--- config.mk ---
export PLATFORM = sky130hd
export DESIGN_NAME = reservation_station_param
export DESIGN_NICKNAME = d
export VERILOG_FILES = /design/src/rtl/tomasulo_pkg.sv /design/src/rtl/rs_age_matrix.sv /design/src/rtl/reservation_station_param.sv
export SDC_FILE = /design/constraint.sdc
export NUM_CORES = 1
export LEC_CHECK = 0
export CORE_MARGIN = 2
export CORE_UTILIZATION = 45
export DETAILED_ROUTE_END_ITERATION = 12
export PLACE_DENSITY_LB_ADDON = 0.05
export RECOVER_POWER = 50
export SLEW_MARGIN = 40
export SYNTH_ARGS = -nofsm -noshare
export SYNTH_HDL_FRONTEND = slang
export SYNTH_SLANG_ARGS = --single-unit
export TNS_END_PERCENT = 100
--- constraint.sdc ---
create_clock -name clock -period 4.9 [get_ports clock]
set_input_delay 0.98 -clock clock [delete_from_list [all_inputs] [get_ports clock]]
set_output_delay 0.98 -clock clock [all_outputs]
set_load 0.01 [all_outputs]
--- src/rtl/tomasulo_pkg.sv ---
// Shared definitions for the Tomasulo core: default field widths, opcode values,
// CDB channel numbering and helpers for building and splitting station tags.
package tomasulo_pkg;

  localparam int DEF_DATA_W = 16;
  localparam int DEF_OP_W   = 4;
  localparam int DEF_REG_W  = 4;
  localparam int DEF_TAG_W  = 4;

  localparam logic [3:0] OP_ADD = 4'd0;
  localparam logic [3:0] OP_SUB = 4'd1;
  localparam logic [3:0] OP_AND = 4'd2;
  localparam logic [3:0] OP_OR  = 4'd3;
  localparam logic [3:0] OP_LD  = 4'd8;
  localparam logic [3:0] OP_ST  = 4'd9;

  localparam int CDB_ALU = 0;
  localparam int CDB_MEM = 1;

  // Bit offset of channel ch inside a flat per-channel bus of field width w.
  function automatic int cdb_lsb(input int ch, input int w);
    return ch * w;
  endfunction

  // Tag = {station_id, idx}; callers size-cast the result to their TAG_W.
  function automatic logic [31:0] tag_build(input int station_id, input int idx, input int idx_w);
    return 32'((station_id << idx_w) | idx);
  endfunction

  function automatic int tag_index(input logic [31:0] tag, input int idx_w);
    return int'(tag & ((32'd1 << idx_w) - 32'd1));
  endfunction

endpackage

--- src/rtl/rs_age_matrix.sv ---
// Relative-age tracker for the reservation station: older[i][j]=1 means entry j
// was allocated before entry i. Selects the oldest entry among a ready vector.
module rs_age_matrix
  import tomasulo_pkg::*;
#(
  parameter int DEPTH = 4
) (
  input  logic             clock,
  input  logic             reset_n,
  input  logic             flush,
  input  logic [DEPTH-1:0] alloc,
  input  logic [DEPTH-1:0] free,
  input  logic [DEPTH-1:0] busy,
  input  logic [DEPTH-1:0] ready,
  output logic [DEPTH-1:0] oldest
);

  logic [DEPTH-1:0] older [DEPTH];

  // An entry leaving at this edge must not be recorded as older than the newcomer.
  always_ff @(posedge clock or negedge reset_n) begin
    if (!reset_n) begin
      for (int i = 0; i < DEPTH; i++) older[i] <= '0;
    end else if (flush) begin
      for (int i = 0; i < DEPTH; i++) older[i] <= '0;
    end else begin
      for (int i = 0; i < DEPTH; i++) begin
        if (alloc[i]) older[i] <= busy & ~free;
        else          older[i] <= older[i] & ~free;
      end
    end
  end

  always_comb begin
    oldest = '0;
    for (int i = 0; i < DEPTH; i++)
      oldest[i] = ready[i] & ~|(older[i] & ready);
  end

endmodule

--- src/rtl/reservation_station_param.sv ---
// Parametrised reservation station: DEPTH entries, NUM_CDB snooped result buses,
// oldest-ready dispatch into a registered valid/ready functional-unit port.
module reservation_station_param
  import tomasulo_pkg::*;
#(
  parameter int DEPTH      = 4,
  parameter int DATA_W     = 16,
  parameter int OP_W       = 4,
  parameter int REG_W      = 4,
  parameter int TAG_W      = 4,
  parameter int STATION_ID = 0,
  parameter int NUM_CDB    = 2,
  localparam int IDX_W     = $clog2(DEPTH)
) (
  input  logic                      clock,
  input  logic                      reset_n,
  input  logic                      flush,
  input  logic                      issue_valid,
  output logic                      issue_ready,
  input  logic [OP_W-1:0]           issue_op,
  input  logic [REG_W-1:0]          issue_dest,
  input  logic [DATA_W-1:0]         issue_vj,
  input  logic [DATA_W-1:0]         issue_vk,
  input  logic [TAG_W-1:0]          issue_qj,
  input  logic [TAG_W-1:0]          issue_qk,
  input  logic                      issue_pj,
  input  logic                      issue_pk,
  output logic [TAG_W-1:0]          issue_tag,
  input  logic [NUM_CDB-1:0]        cdb_valid,
  input  logic [NUM_CDB*TAG_W-1:0]  cdb_tag,
  input  logic [NUM_CDB*DATA_W-1:0] cdb_data,
  output logic                      disp_valid,
  input  logic                      disp_ready,
  output logic [OP_W-1:0]           disp_op,
  output logic [REG_W-1:0]          disp_dest,
  output logic [TAG_W-1:0]          disp_tag,
  output logic [DATA_W-1:0]         disp_vj,
  output logic [DATA_W-1:0]         disp_vk,
  output logic [IDX_W:0]            count
);

  localparam logic [0:0] ST_EMPTY = 1'b0;
  localparam logic [0:0] ST_FULL  = 1'b1;

  logic [DEPTH-1:0]  busy;
  logic [DEPTH-1:0]  pj;
  logic [DEPTH-1:0]  pk;
  logic [OP_W-1:0]   e_op   [DEPTH];
  logic [REG_W-1:0]  e_dest [DEPTH];
  logic [DATA_W-1:0] e_vj   [DEPTH];
  logic [DATA_W-1:0] e_vk   [DEPTH];
  logic [TAG_W-1:0]  e_qj   [DEPTH];
  logic [TAG_W-1:0]  e_qk   [DEPTH];
  logic [DATA_W:0]   wake_j [DEPTH];
  logic [DATA_W:0]   wake_k [DEPTH];

  logic [DEPTH-1:0]  alloc_vec;
  logic [DEPTH-1:0]  free_vec;
  logic [DEPTH-1:0]  ready_vec;
  logic [DEPTH-1:0]  oldest;
  logic [IDX_W-1:0]  free_idx;
  logic [IDX_W-1:0]  sel_idx;
  logic [IDX_W:0]    busy_cnt;
  logic              issue_fire;
  logic              load;
  logic [DATA_W:0]   byp_j;
  logic [DATA_W:0]   byp_k;

  logic [0:0]        state_p1;
  logic [OP_W-1:0]   op_p1;
  logic [REG_W-1:0]  dest_p1;
  logic [TAG_W-1:0]  tag_p1;
  logic [DATA_W-1:0] vj_p1;
  logic [DATA_W-1:0] vk_p1;

  // Returns {hit, data}; scanning downward lets the lowest matching channel win.
  function automatic logic [DATA_W:0] snoop(
    input logic [TAG_W-1:0]          tag,
    input logic [NUM_CDB-1:0]        v,
    input logic [NUM_CDB*TAG_W-1:0]  t,
    input logic [NUM_CDB*DATA_W-1:0] d
  );
    logic [DATA_W:0] r;
    r = '0;
    for (int c = NUM_CDB - 1; c >= 0; c--)
      if (v[c] && t[cdb_lsb(c, TAG_W) +: TAG_W] == tag)
        r = {1'b1, d[cdb_lsb(c, DATA_W) +: DATA_W]};
    return r;
  endfunction

  always_comb begin
    busy_cnt = '0;
    free_idx = '0;
    for (int i = 0; i < DEPTH; i++) busy_cnt = busy_cnt + (IDX_W+1)'(busy[i]);
    for (int i = DEPTH - 1; i >= 0; i--)
      if (!busy[i]) free_idx = IDX_W'(i);
  end

  assign count       = busy_cnt;
  assign issue_ready = (busy_cnt < (IDX_W+1)'(DEPTH)) & ~flush;
  assign issue_fire  = issue_valid & issue_ready;
  assign issue_tag   = TAG_W'(tag_build(STATION_ID, int'(free_idx), IDX_W));
  assign alloc_vec   = issue_fire ? (DEPTH'(1) << free_idx) : '0;
  assign ready_vec   = busy & ~pj & ~pk;
  assign load        = (|ready_vec) & ((state_p1 == ST_EMPTY) | disp_ready) & ~flush;
  assign free_vec    = load ? oldest : '0;

  always_comb begin
    byp_j = snoop(issue_qj, cdb_valid, cdb_tag, cdb_data);
    byp_k = snoop(issue_qk, cdb_valid, cdb_tag, cdb_data);
    for (int i = 0; i < DEPTH; i++) begin
      wake_j[i] = snoop(e_qj[i], cdb_valid, cdb_tag, cdb_data);
      wake_k[i] = snoop(e_qk[i], cdb_valid, cdb_tag, cdb_data);
    end
  end

  always_comb begin
    sel_idx = '0;
    for (int i = 0; i < DEPTH; i++)
      if (oldest[i]) sel_idx = IDX_W'(i);
  end

  rs_age_matrix #(.DEPTH(DEPTH)) u_age (
    .clock   (clock),
    .reset_n (reset_n),
    .flush   (flush),
    .alloc   (alloc_vec),
    .free    (free_vec),
    .busy    (busy),
    .ready   (ready_vec),
    .oldest  (oldest)
  );

  always_ff @(posedge clock or negedge reset_n) begin
    if (!reset_n)   busy <= '0;
    else if (flush) busy <= '0;
    else            busy <= (busy & ~free_vec) | alloc_vec;
  end

  // Entry payload and pend flags are only meaningful while busy, so they carry no reset.
  always_ff @(posedge clock) begin
    for (int i = 0; i < DEPTH; i++) begin
      if (alloc_vec[i]) begin
        e_op[i]   <= issue_op;
        e_dest[i] <= issue_dest;
        e_qj[i]   <= issue_qj;
        e_qk[i]   <= issue_qk;
        e_vj[i]   <= (issue_pj && byp_j[DATA_W]) ? byp_j[DATA_W-1:0] : issue_vj;
        e_vk[i]   <= (issue_pk && byp_k[DATA_W]) ? byp_k[DATA_W-1:0] : issue_vk;
        pj[i]     <= issue_pj & ~byp_j[DATA_W];
        pk[i]     <= issue_pk & ~byp_k[DATA_W];
      end else if (busy[i] && !flush) begin
        if (pj[i] && wake_j[i][DATA_W]) begin
          e_vj[i] <= wake_j[i][DATA_W-1:0];
          pj[i]   <= 1'b0;
        end
        if (pk[i] && wake_k[i][DATA_W]) begin
          e_vk[i] <= wake_k[i][DATA_W-1:0];
          pk[i]   <= 1'b0;
        end
      end
    end
  end

  // ---- stage p1: dispatch register (EMPTY/FULL) ----
  always_ff @(posedge clock or negedge reset_n) begin
    if (!reset_n) begin
      state_p1 <= ST_EMPTY;
      op_p1    <= '0;
      dest_p1  <= '0;
      tag_p1   <= '0;
      vj_p1    <= '0;
      vk_p1    <= '0;
    end else if (flush) begin
      state_p1 <= ST_EMPTY;
    end else if (load) begin
      state_p1 <= ST_FULL;
      op_p1    <= e_op[sel_idx];
      dest_p1  <= e_dest[sel_idx];
      tag_p1   <= TAG_W'(tag_build(STATION_ID, int'(sel_idx), IDX_W));
      vj_p1    <= e_vj[sel_idx];
      vk_p1    <= e_vk[sel_idx];
    end else if (state_p1 == ST_FULL && disp_ready) begin
      state_p1 <= ST_EMPTY;
    end
  end

  assign disp_valid = (state_p1 == ST_FULL);
  assign disp_op    = op_p1;
  assign disp_dest  = dest_p1;
  assign disp_tag   = tag_p1;
  assign disp_vj    = vj_p1;
  assign disp_vk    = vk_p1;

endmodule

==> summary.txt <==
Critical path
  • Crit path cell chain: dlygate4sd3_1 -> xnor2_1 -> nand2_1 -> nor4_1 -> o211ai_1 -> clkbuf_1 -> nand2_1 -> buf_1
  • CP arrival: 4380 ps
  • Worst setup EP type: flip-flop
  • R2R setup slack: 760 ps
  • Critical path required time: 5040 ps
  • Most frequent CP cell: nand2_1
  • Worst r2r dst: disp_vk[9]
  • Critical path's slowest cell: clkbuf_1
  • CP max stage delay: 1250 ps
  • WS Path Type: input pin to flip-flop
  • Crit path max fanout: 34
  • Worst setup startpoint: cdb_tag[4]
  • Reg2reg path depth: 6
  • Worst setup SP type: input pin
  • R2r startpoint: busy[1]

Drt
  • Routed len/inst: 24.3 um
  • Antenna-violating nets left: 0
  • DR DRC count: 0
  • Initial DRC Count: 781
  • Total number of vias: 10700
  • Drt via density: 5.99
  • Drt first pass iters: 5
  • Final WL: 43500 um

Clock tree
  • Root Driver: clkbuf_16
  • PostCTS Resize Cnt: 0
  • H-Tree Depth: 1
  • Clock Sinks: 263
  • Clk slew on worst S/H paths: 60 ps
  • Post-CTS setup buffer count: 0
  • Max Root-Sink Buffers: 3
  • CTS tree: yes
  • Clock Latency Late Sink: 570 ps
  • Num CTS Buffers: 30
  • Hold Buf Count CTS: 0

Run
  • Maximum capacitance violations: 3

Logic synthesis
  • Unique masters post-synth: 67
  • Largest cells by area after synthesis: edfxtp_1 (42%), dfrtp_1 (11%), mux2i_1 (7.2%)
  • Area of the mapped netlist: 14400 um2
  • Most common cell in the netlist: edfxtp_1
  • Yosys warnings: 0
  • Yosys reg bits: 263
  • Post-synth EDFFs: 200
  • Mapped Cells: 1270
  • Share of the synthesized area in the top cell type: 0.416
  • Async set-reset flop share out of synthesis: 0.240
  • Area leader, netlist: edfxtp_1
  • Mean Syn Cell Area: 11.4 um2
  • Synth cell count leaders: edfxtp_1 (200), a21oi_1 (109), mux2i_1 (104), nor2b_1 (99), a211oi_1 (96)
  • Sequential fraction of the synthesis area: 0.525
  • Main synth FF type: edfxtp_1

Place
  • PortBufs: 145
  • Place WS: 839 ps
  • DP HPWL: 27900 um
  • Final Wtd Congestion: 0.855

STA
  • Slew Viols, Final: 124
  • Hold Fails Final Rpt: 0
  • Final period util: 0.866
  • Max Freq: 236 MHz
  • Fin Setup TNS: 0 ps
  • Period minus WS final: 4240 ps
  • Final worst slack: 657 ps
  • Slew headroom: -1.39
  • Clk_skew: 11.3 ps
  • RSZ-0062 raised after global routing: no
  • Final setup vio count: 0
  • Tightest Pin Transition: 3590 ps

Layout
  • Layout net count: 1463
  • Area grow syn2layout: 18.3%
  • Layout cell share with drive strength beyond 1: 0.0829

Power
  • Leakage power: 5.97 nW
  • Peak VDD IR: 254 uV
  • PD cells: 353 nW/um2

Floorplan
  • DIE AREA: 33500 um2
  • # IOs: 150
  • Initial Util: 0.457
  • Core Footprint: 31600 um2
  • Die height: 183 um
  • Rows: 65
  • Die Width: 183 um

Min path
  • Hold Path End: disp_tag[1]
  • Hold path depth: 2
  • Hold Path Class: flip-flop to flip-flop
  • Worst hold path startpoint: disp_tag[1]

GRT
  • First-pass GRT wire length: 66500 um
  • Vias in the first global route: 10700
  • Largest net degree at the start of global routing: 64
  • Initial antenna violation count: 2
  • Grt ovf: 0
  • GRT Total Usage: 0.262

Outcome
  • Violated checks: max-capacitance violations, max-slew violations
  • Outcome: complete, but fails checks
## layout by cell type (no fill, tap or decap), types with 4 or more instances in the layout
master and count:
o21ai_0 24, clkinv_2 5, clkbuf_8 7, inv_1 11, clkbuf_16 30, a21oi_1 109
nand2_1 42, nor3_2 6, dlygate4sd3_1 63, clkdlybuf4s50_1 81, o221ai_1 6, o221ai_2 10
or3_1 4, o211ai_1 6, or2b_1 9, clkbuf_1 14, o21ai_1 10, nand3_1 45
o22a_1 40, and3_1 4, xnor2_1 39, mux2i_1 104, edfxtp_1 200, nor3_1 5
xor2_1 38, a221o_1 40, o21a_1 5, dfrtp_1 63, nor4_1 8, a211oi_1 96
nor3b_1 4, nor2_1 59, nor2b_1 99, nand2b_1 11, buf_4 34, conb_1 4
## through the flow
| stage | hold WS [ps] | instance area (um2) | utilization | total power [mW] | std cells |
|---|---|---|---|---|---|
| 3_5_place_dp | 473 | 16100 | 0.511 | 3.82 | 1733 |
| 6_report | 479 | 17100 | 0.541 | 6.02 | 1790 |
| 2_1_floorplan | 464 | 14400 | - | 3.27 | 1273 |
| 5_1_grt | 516 | 17100 | 0.541 | 6.26 | 1790 |
| 4_1_cts | 465 | 17100 | 0.543 | 6.13 | 1789 |
| 3_3_place_gp | 462 | 16100 | 0.511 | 3.80 | 1733 |
## how the worst max path moves through the flow
stage	endpoint	slack [ps]	depth (start not counted)
global placement	e_vj[0][4]	540	8
finish	e_vk[1][5]	660	8
global route	e_vk[1][14]	450	8
floorplan	e_vk[0][0]	1410	11
detailed placement	e_vj[0][4]	840	8
CTS	issue_ready	1060	7
## worst max-delay path, delay by kind of cell
| kind | cells | cell delay [ps] |
|---|---|---|
| xor+xnor | 1 | 150 |
| buf+inv | 3 | 2800 |
| simple gates | 3 | 260 |
| compound gates | 1 | 160 |
## state kept, by name, summed over array words and instances (netlist names)
register,count
pk,4
disp_op,4
e_qj,16
e_qk,16
e_op,16
disp_vj,16
pj,4
e_dest,16
disp_valid,1
u_age.older,16
busy,4
disp_vk,16
e_vj,64
e_vk,64
disp_dest,4
disp_tag,2
## cell families (layout without fill, tap and decap cells)
logic type,after synthesis,count (layout),share of synthesized area
xor gates and xnor gates,77,77,0.0467
DFF,263,263,0.525
buffers and inverters,143,257,0.0485
other,1,5,0.000260
and+or+nand+nor,317,317,0.122
muxes,104,104,0.0721
AOI/OAI and AO/OA,362,362,0.182
adders and majority gates,3,3,0.00312
## power by group
part           switching, mW  internal, mW  leakage, nW  total, mW
clock                  0.922          1.39        0.501       2.31
combinational          0.497         0.503         2.88       1.00
sequential             0.108          2.60         2.58       2.71
## routing by layer
metal  global-route usage  vias up  wire (um)
li1                     -     4984          -
met1                0.372     5260      19600
met2                0.423      401      20000
met3               0.0338       84       2700
met4               0.0752        0       1220
met5                    0        -          0
## layout make-up
cell class	instances	area, um2
fillers	2733	14500
flip-flops and latches	263	7580
multi-input cells	867	6190
repair buffers	187	1740
clock buffers	46	881
well taps	402	503
clock inverters	10	135
inverters	14	52.6
diodes	1	2.50
Power figures use the tool's default switching activity.
==> RTL edit 1: new RTL, same settings <==
Change the parameter `REG_W` from 4 to 5.
--- a/src/rtl/reservation_station_param.sv
+++ b/src/rtl/reservation_station_param.sv
@@ -8,3 +8,3 @@
   parameter int OP_W       = 4,
-  parameter int REG_W      = 4,
+  parameter int REG_W      = 5,
   parameter int TAG_W      = 4,
Interface: changed (resized disp_dest and issue_dest); port bits go from 150 to 152. No check against the original RTL was run, so the function may have changed too.
==> RTL edit 1 against the original RTL <==
The run still ends with max-capacitance violations, max-slew violations left. Worst setup slack improved by 26 ps. Register-to-register slack got worse by 80 ps. Synthesized area rose by 1.1%. Synthesized cell count rose by 0.87%. Final area rose by 1.5%. Routed wire length rose by 1.5%. Power rose by 2.3%. Sequential cell count rose by 5.
==> RTL edit 1: results (changes against the original RTL) <==
| Metric | Value |
|---|---|
| Switch Pwr | 1.55 mW (+1.4%) |
| Ranking of synthesized cells by area | edfxtp_1 42%, dfrtp_1 11%, mux2i_1 7.2% |
| CP max stage delay | 960 ps (-290 ps) |
| Lkg Pwr | 6.08 nW (+1.9%) |
| PwrDens | 356 nW/um2 (+0.86%) |
| Violated checks | max-capacitance violations, max-slew violations |
| Met3 routed WL | 2400 um (-11%) |
| Worst hold margin | 448 ps (-31.5 ps) |
| Clk_buf instances | 37 (-20%) |
| Final period utilization | 0.861 (-0.00533) |
| Max-slew violations | 18 (-85%) |
| DR iter-0 viols | 679 (-13%) |
| ClkCell Share | 0.0609 (+0.00144) |
| Wire length on met2 | 21200 um (+6.0%) |
| Reg-to-reg critical path endpoint | disp_vk[6]$_DFFE_PN0P_ |
| Data buffer area share | 0.106 (+0.00422) |
| Gate power share | 0.164 (-0.002) |
| Sequential power | 2.76 mW (+2%) |
| Layout cells sized above 1 | 0.0841 (+0.00119) |
| Biggest regs | e_vj x64, e_vk x64, e_dest x20 |
| GR Util met3 | 0.0356 (+0.00181) |
| Finished Layout Cells | 1806 (+0.89%) |
| First-pass GRT wire length | 66700 um (+0.26%) |
| Area after DPL | 16400 um2 (+1.7%) |
| Final #Nets | 1480 (+1.2%) |
| Status | finished, violations left |
| Register area share after synthesis | 0.529 (+0.00404) |
| FF-to-FF setup slack | 680 ps (-80 ps) |
| M1 wire length | 19100 um (-2.7%) |
| Port bufs | 147 (+1.4%) |
| DP HPWL | 28000 um (+0.44%) |
| Max Cap Violations | 1 (-2) |
| Peak supply drop | 0.000254 V (about the same) |
| FILL cells | 2767 (+1.2%) |
[RTL edit 1: changes by cell type in the layout (fill, tap and decap cells not counted), moves of 5 or more]
cell      unedited run  this run
clkbuf_8             7         2
o221ai_2            10         0
or2b_1               9         4
nand2b_1            11        16
o221ai_1             6        16
[RTL edit 1: kinds of logic (layout without fill, tap and decap cells)]
| family | count (synthesis) | after routing | synth area share |
|---|---|---|---|
| flops | 268 | 268 | 0.529 |
| buf+inv | 146 | 265 | 0.0479 |
| simple gates | 317 | 317 | 0.120 |
| mux | 105 | 105 | 0.0720 |
| other cells | 1 | 5 | 0.000257 |
| compound gates | 364 | 364 | 0.181 |
| xor+xnor | 77 | 77 | 0.0462 |
| fa+ha+maj | 3 | 3 | 0.00309 |
[RTL edit 1: critical path: cells and delay by family, from the launching register on]
kind / cells / cell delay, ps
flops: 1 / 530
simple gates: 3 / 2150
compound gates: 2 / 680
buf+inv: 1 / 730
==> RTL edit 2: new RTL, same settings <==
Without the edit above. Put a register stage on the output `count`. The value now appears one clock later. The other outputs are not delayed to match.
--- a/src/rtl/reservation_station_param.sv
+++ b/src/rtl/reservation_station_param.sv
@@ -98,3 +98,5 @@
 
-  assign count       = busy_cnt;
+  always_ff @(posedge clock) begin
+    count <= busy_cnt;
+  end
   assign issue_ready = (busy_cnt < (IDX_W+1)'(DEPTH)) & ~flush;
Function: changed (a bounded check fails within 4 cycles, from zero or initial values and one cycle with reset_n low).
==> RTL edit 2 against the original RTL <==
Core utilization is 0.44 points higher. The flow still finishes with violations (max-capacitance violations, max-slew violations). Clock power is 2% higher. Worst hold slack worse by 40 ps. Worst setup slack better by 7.9 ps. Final cell count is 1.2% higher. Synthesized area is 1.1% higher. Highest routed layer unchanged. Critical endpoint is now e_vk[2][5]$_DFFE_PP_. Sequential cell count is 3 higher. Final area is 1.3% higher. Die area is 1.1% higher. Power is 2.1% higher. Fmax is 0.19% higher. Count of clock-buffer cells in the layout is 1 higher. Routed wire length is 4.2% higher.
==> RTL edit 2: results (changes against the original RTL) <==
| Metric | Value |
|---|---|
| Slew @ Worst Pin | 2860 ps (-721 ps) |
| Critical Path AT | 4630 ps (+250 ps) |
| RePlAce Congestion | 0.811 (-5.1%) |
| First-pass GRT wire length | 67300 um (+1.1%) |
| Status | finished, violations left |
| DR iter-0 viols | 1028 (+32%) |
| R2R depth | 11 (+5) |
| Peak supply drop | 0.000221 V (-13%) |
| TritonCTS Buffers | 31 (+3.3%) |
| Vias per cell | 6.05 (+1.0%) |
| Post-Synth Adder-Cell Area | 0.00309 (-0.0000340) |
| Drt wl/cell | 25.0 um (+2.9%) |
| Violated checks | max-capacitance violations, max-slew violations |
| CP max stage delay | 1230 ps (-20 ps) |
| FILL cells | 2716 (-0.62%) |
| Initial antenna violation count | 0 (-2) |
| FF-to-FF setup slack | 780 ps (+20 ps) |
| Worst Setup SP | cdb_tag[3] |
| CP max FO | 33 (-2.9%) |
| GR Util met3 | 0.0428 (+0.00903) |
| Reg-to-Reg Start | busy[3]$_DFF_PN0_ |
| M1 wire length | 20100 um (+2.6%) |
| Lkg Pwr | 6.09 nW (+2.0%) |
| Reg-to-reg critical path endpoint | e_qj[2][1]$_DFFE_PP_ |
| Met1 global-route usage | 0.377 (+0.00496) |
| GRT met2 Usage | 0.433 (+0.00988) |
| Total GRT Usage | 0.267 (+0.00521) |
| Max Cap Violations | 3 (unchanged) |
| Register area share after synthesis | 0.524 (-0.00160) |
| N_diodes | 0 (-1) |
| Ranking of synthesized cells by area | edfxtp_1 41%, dfrtp_1 11%, mux2i_1 9.5% |
| FFs w/ async S/R, synth | 0.237 (-0.00270) |
| Vias in the first global route | 10593 (-0.63%) |
| DP HPWL | 28100 um (+0.88%) |
| Post-Synth XOR/XNOR Area | 0.0474 (+0.000692) |
| Met3 routed WL | 3240 um (+20%) |
| Max Used Layer | met4 |
| Synth Area in Compound Gates | 0.169 (-0.0132) |
| Wire length on met2 | 20800 um (+4.4%) |
| Max-slew violations | 127 (+2.4%) |
## RTL edit 2: through the flow
stage / hold WS (ps) / area, um2 / util / setup slack, ps / std cells
after floorplan: 464 / 14600 / - / 1520 / 1294
after global placement: 474 / 16300 / 0.513 / 822 / 1753
after detailed placement: 480 / 16300 / 0.513 / 796 / 1753
after CTS: 457 / 17300 / 0.546 / 1040 / 1811
after global routing: 478 / 17300 / 0.546 / 519 / 1811
final: 439 / 17300 / 0.546 / 665 / 1811
## RTL edit 2: layout make-up
cell class	count	area share
Inverter	11	0.00239
Timing Repair Buffer	190	0.102
Sequential cell	266	0.442
Tap cell	402	0.0291
Clock inverter	11	0.00773
Clock buffer	47	0.0529
Multi-Input combinational cell	884	0.364
## RTL edit 2: where the power goes
group,internal [mW],total [mW],switching (mW)
registers,2.63,2.75,0.119
logic,0.514,1.04,0.524
clock network,1.44,2.36,0.922
total,4.59,6.15,1.57
